## src/rtl/multiplier_pkg.sv

```systemverilog
// Shared widths and mode encodings for the 4x4 signed/unsigned multiplier.
package multiplier_pkg;

    localparam int MUL_W  = 4;
    localparam int PROD_W = 2 * MUL_W;

    localparam logic MODE_UNSIGNED = 1'b0;
    localparam logic MODE_SIGNED   = 1'b1;

endpackage

```

## src/rtl/multiplier_4b_pp_row.sv

```systemverilog
// One row of the array multiplier: adds a gated, shifted copy of the multiplicand
// into the running sum through a ripple chain of full adders (result kept modulo 2^PROD_W).
module mul_pp_row #(
    parameter int PROD_W = 8,
    parameter int SHIFT  = 0
) (
    input  logic [PROD_W-1:0] sum_in,
    input  logic [PROD_W-1:0] a_ext,
    input  logic              b_bit,
    output logic [PROD_W-1:0] sum_out
);

    logic [PROD_W-1:0] pp;
    logic [PROD_W-2:0] cy;

    assign pp = (a_ext & {PROD_W{b_bit}}) << SHIFT;

    for (genvar i = 0; i < PROD_W; i++) begin : g_fa
        logic cin;
        if (i == 0) begin : g_c0
            assign cin = 1'b0;
        end else begin : g_cn
            assign cin = cy[i-1];
        end

        assign sum_out[i] = sum_in[i] ^ pp[i] ^ cin;

        // Carry out of the top bit falls off the end of the product width.
        if (i < PROD_W - 1) begin : g_cy
            assign cy[i] = (sum_in[i] & pp[i]) | (cin & (sum_in[i] ^ pp[i]));
        end
    end

endmodule

```

## src/rtl/multiplier_4b.sv

```systemverilog
// 4x4 array multiplier with runtime signed/unsigned select and a one-cycle
// registered product plus matching valid flag.
module multiplier_4b
    import multiplier_pkg::*;
#(
    parameter int WIDTH = MUL_W
) (
    input  logic                 clk,
    input  logic                 rst,
    input  logic                 in_valid,
    input  logic                 c,
    input  logic [WIDTH-1:0]     a,
    input  logic [WIDTH-1:0]     b,
    output logic [2*WIDTH-1:0]   p,
    output logic                 out_valid
);

    localparam int PW = 2 * WIDTH;

    logic [PW-1:0]       a_ext;
    logic [PW-1:0]       b_ext;
    logic [PW:0][PW-1:0] sum_chain;
    logic [PW-1:0]       p_d, p_q;
    logic                out_valid_d, out_valid_q;

    // Signed mode sign-extends both operands to the full product width; the low
    // PW bits of the wide product are then exact two's-complement results.
    always_comb begin
        a_ext = {{WIDTH{1'b0}}, a};
        b_ext = {{WIDTH{1'b0}}, b};
        if (c == MODE_SIGNED) begin
            a_ext = {{WIDTH{a[WIDTH-1]}}, a};
            b_ext = {{WIDTH{b[WIDTH-1]}}, b};
        end
    end

    assign sum_chain[0] = '0;

    for (genvar r = 0; r < PW; r++) begin : g_row
        mul_pp_row #(
            .PROD_W (PW),
            .SHIFT  (r)
        ) u_row (
            .sum_in  (sum_chain[r]),
            .a_ext   (a_ext),
            .b_bit   (b_ext[r]),
            .sum_out (sum_chain[r+1])
        );
    end

    always_comb begin
        p_d         = p_q;
        out_valid_d = in_valid;
        if (in_valid) begin
            p_d = sum_chain[PW];
        end
    end

    always_ff @(posedge clk or posedge rst) begin
        if (rst) begin
            p_q         <= '0;
            out_valid_q <= 1'b0;
        end else begin
            p_q         <= p_d;
            out_valid_q <= out_valid_d;
        end
    end

    assign p         = p_q;
    assign out_valid = out_valid_q;

endmodule

```

## config.mk

```make
export PLATFORM = sky130hd
export DESIGN_NAME = multiplier_4b
export DESIGN_NICKNAME = d
export VERILOG_FILES = /design/src/rtl/multiplier_pkg.sv /design/src/rtl/multiplier_4b_pp_row.sv /design/src/rtl/multiplier_4b.sv
export SDC_FILE = /design/constraint.sdc
export NUM_CORES = 1
export LEC_CHECK = 0
export ABC_AREA = 1
export BUFFER_PORTS_ARGS = -buffer_cell sky130_fd_sc_hd__buf_2
export CELL_PAD_IN_SITES_DETAIL_PLACEMENT = 1
export CELL_PAD_IN_SITES_GLOBAL_PLACEMENT = 1
export CORE_MARGIN = 2
export CORE_UTILIZATION = 42
export DETAILED_ROUTE_END_ITERATION = 8
export HOLD_SLACK_MARGIN = 0.03
export PLACE_DENSITY = 0.84
export SKIP_LAST_GASP = 1
export SLEW_MARGIN = 5
export SYNTH_ARGS = -nofsm -noshare
export SYNTH_HDL_FRONTEND = slang
export SYNTH_SLANG_ARGS = --single-unit
```

## constraint.sdc

```tcl
create_clock -name clk -period 1.19 [get_ports clk]
set_input_delay 0.1785 -clock clk [delete_from_list [all_inputs] [get_ports clk]]
set_output_delay 0.1785 -clock clk [all_outputs]
set_load 0.01 [all_outputs]
```

==> run summary <==
Of all cell types, the one taking the most synthesized area is fa_1. TritonCTS built the clock tree. The routed layout has 1,060 vias.

The post-synthesis async set-or-reset flop share is 1.00. By area the synthesized netlist is led by fa_1, nand2_1, dfrtp_1. The global-route wire length before repair is 5.42 mm. In this run the worst setup path begins at b[0]. The worst-case setup slack after placement came out at -4.46 ns. The commonest cells after synthesis are nand2_1, inv_1, fa_1. The core box area came out at 2410 sq um. The starting DRC count in detailed routing is 9. The worst-skew pair later-pin latency came out at 0.25 ns. The final reports fail on setup timing.

The completed layout was analyzed and its total power is 1.61 mW. The proportion of total power due to net switching came out at 0.407. The layout overhead on the synthesized area came out at 45.2%. The leakage power came out at around 0.85 nW. The worst slew margin relative to its limit is 0.778. The data required time of the critical path came out at around 1.3 ns.

The cell area after placement is 1390 sq um. Along the worst path, the maximum fanout reaches 3. Derived from the worst setup path, the maximum achievable clock frequency is 0.190 GHz. Yosys mapped the design onto 13 distinct sky130hd cell types.

The depth of the worst register-to-register path is 2. The number of global-route vias before repair is roughly 1,200. The mean post-synth cell area is 7.62 sq um. Once detailed placement completed, the half-perimeter wirelength came to 2.73 mm. Setup slack on the worst reg-to-reg path comes out at 0.53 ns.

The final clock period utilization by the worst path is 4.43. The count of input and output buffers is 20. The remaining global-route overflow came out at 0. The worst ir drop on vdd is 0.707 mV.

The finished layout cell area came out at 1520 sq um. The worst hold path belongs to the class input port to flop. The clock-pin slew on the worst setup and hold paths is 0.06 ns.

The area of the mapped netlist came out at 1040 sq um. For this block, the routed nets add up to 3.42 mm of wire. The floorplan has 18 rows. The number of buffers created by CTS is 3. The run finished, with violations left.

Of the total power, registers draw 0.264. The width of the die is about 54 microns. In the synthesized netlist the dominant register cell turns out to be dfrtp_1. The congestion estimate from routability-driven global placement came to 0.852. The worst setup path is launched from an input port. The most common cell in the netlist is nand2_1. The setup total negative slack came out at -13.22 ns. Setup repair after global routing could not meet its margin everywhere. The critical path is of the input port to flop type. The critical path ends at p[7]$_DFFE_PP0P_. The reported max-cap violation count came out at 0. The net count after synthesis is 169. Counting every instance in the synthesized netlist gives 137. The largest net degree at the start of global routing is 11. The cell-internal power is roughly 950 uW.

The total global-route track usage is 0.271. After detailed routing, the average wire length per cell comes to 16.0 microns. The minimum period implied by the final worst setup slack is 5.27 ns. Yosys printed 0 warnings. The synthesized design contains 0 enable-type register cells. CTS built an H-tree with a depth of 1.

The proportion of netlist area held by the largest area contributor is 0.269. The die covers 2900 sq um. The launch point of the worst reg-to-reg path is p[7]$_DFFE_PP0P_. The clock drives 9 sinks. Dividing the detail-routed via count by the number of cells gives 4.98. The arrival time at the worst endpoint came out at approximately 5.4 ns. The count of state elements after synthesis is 9.

The net switching component of the power came out at 655 uW. The detail route stage leaves a number of antenna-violating nets equal to 0. The least setup slack across all paths after layout is -4.08 ns.

The final setup skew is 0 ns. The number of antenna violations at the first check in global routing came out at 0. The portion of total power attributed to the clock network came out at 0.140.

The layout net count came out at 216. The layout has 306 filler cells. The worst register-to-register path ends at p[7]$_DFFE_PP0P_.

The DRC violation count after routing came out at 0. The antenna diode count is 0. The slew at the pin with the worst max-slew slack came out at between 0.3 and 0.4 ns. The effective utilization at floorplan is 0.433. The worst setup path is captured at a flop. The die height is 53.8 microns. The buffer levels on the longest clock path came out at 2.

The number of I/O pins came out at 21. The final max-slew violation count is 0. The setup violation total in the final timing report came out at 6.

Of the cells placed in the final design, the portion with a size suffix greater than 1 is 0.410. CTS placed an instance of clkbuf_4 at the clock tree root. The count of TritonRoute iterations in the first routing pass is 3.

The final hold violation count is 0. The sequential cell area fraction in the yosys report is 0.216. The power density over the cells is 1060 nW/um^2.

The share of total power dissipated in combinational logic is 0.596.
routing by layer:
metal	up-vias	wire length [microns]	track usage
li1	496	-	-
met1	529	1340	0.288
met2	27	1930	0.553
met3	8	77	0.0222
met4	0	65	0.0726
met5	-	0	0
worst min path at each step:
| stage | start | end | slack (ns) | depth (start not counted) |
|---|---|---|---|---|
| finish | in_valid | out_valid$_DFF_PP0_ | 0.18 | 1 |
| global route | in_valid | out_valid$_DFF_PP0_ | 0.17 | 1 |
| CTS | in_valid | out_valid$_DFF_PP0_ | 0.17 | 1 |
| detailed placement | rst | p[7]$_DFFE_PP0P_ | 0.14 | 2 |
| global placement | rst | p[5]$_DFFE_PP0P_ | 0.13 | 2 |
| floorplan | rst | out_valid$_DFF_PP0_ | 0.006 | 1 |
cell type report:
type | count | area (sq um) | area share
sequential | 9 | 225 | 0.149
inverter | 28 | 110 | 0.0727
timing repair buffer | 44 | 319 | 0.211
tap | 30 | 37.5 | 0.0248
clock buffer | 4 | 26.3 | 0.0173
multi-input combinational | 98 | 797 | 0.526
cells in the final DEF (no fill, tap or decap), drive strengths merged:
master | Yosys | routed
nand2 | 63 | 63
buf | 2 | 43
inv | 28 | 28
fa | 14 | 14
nand3 | 9 | 9
dfrtp | 9 | 9
ha | 6 | 6
clkbuf | 0 | 4
nand4 | 2 | 2
xnor2 | 2 | 2
nor2 | 2 | 2
dlygate4sd3 | 0 | 1
sequential cells by signal (all words and copies together), names as in the netlist:
name       flops
out_valid      1
p              8
through the flow:
step / utilization / hold WS, ns / instances
3_5_place_dp: 0.576 / 0.145 / 206
6_report: 0.629 / 0.184 / 213
4_1_cts: 0.627 / 0.169 / 213
2_1_floorplan: - / 0.00642 / 137
3_3_place_gp: 0.576 / 0.131 / 206
5_1_grt: 0.629 / 0.170 / 213
worst max-delay path: stages:
cell and delay, ns:
buf_8 0.08, nand2_4 0.05, inv_4 0.05, ha_4 0.12, inv_2 0.03, fa_2 0.33, fa_2 0.35, fa_2 0.53
inv_2 0.04, fa_2 0.39, fa_1 0.51, fa_2 0.46, fa_2 0.38, fa_1 0.55, fa_1 0.43, ha_2 0.19
inv_1 0.05, nand4_1 0.11, nand2_1 0.13, nand3_1 0.09, nand2_1 0.09, nand3_1 0.09, nand3_1 0.08, nand2_1 0.07
power groups by stage:
stage                     logic [mW]  registers [mW]  clock network (mW)
final                          0.959           0.425               0.225
after floorplan                0.506           0.467                   0
after global placement         0.792           0.422                   0
after CTS                      0.947           0.426               0.226
after global routing            1.08           0.432               0.249
after detailed placement       0.891           0.431                   0
cell families (layout without fill, tap and decap cells):
logic type / count (synthesis) / after routing / share of synthesized area
flip-flops: 9 / 9 / 0.216
XOR/XNOR: 2 / 2 / 0.0168
buffers and inverters: 30 / 76 / 0.119
adder cells (fa/ha/maj): 20 / 20 / 0.341
AND/OR/NAND/NOR: 76 / 76 / 0.308
what timing repair did:
action | CTS | global route
setup endpoints to repair | 6 | 6
resized for setup | 16 | 2
endpoints found under the hold margin | 9 | 0
setup buffers | 2 | 0
pin swaps | 8 | 1
hold buffers | 1 | 0
Power figures use the tool's default switching activity.
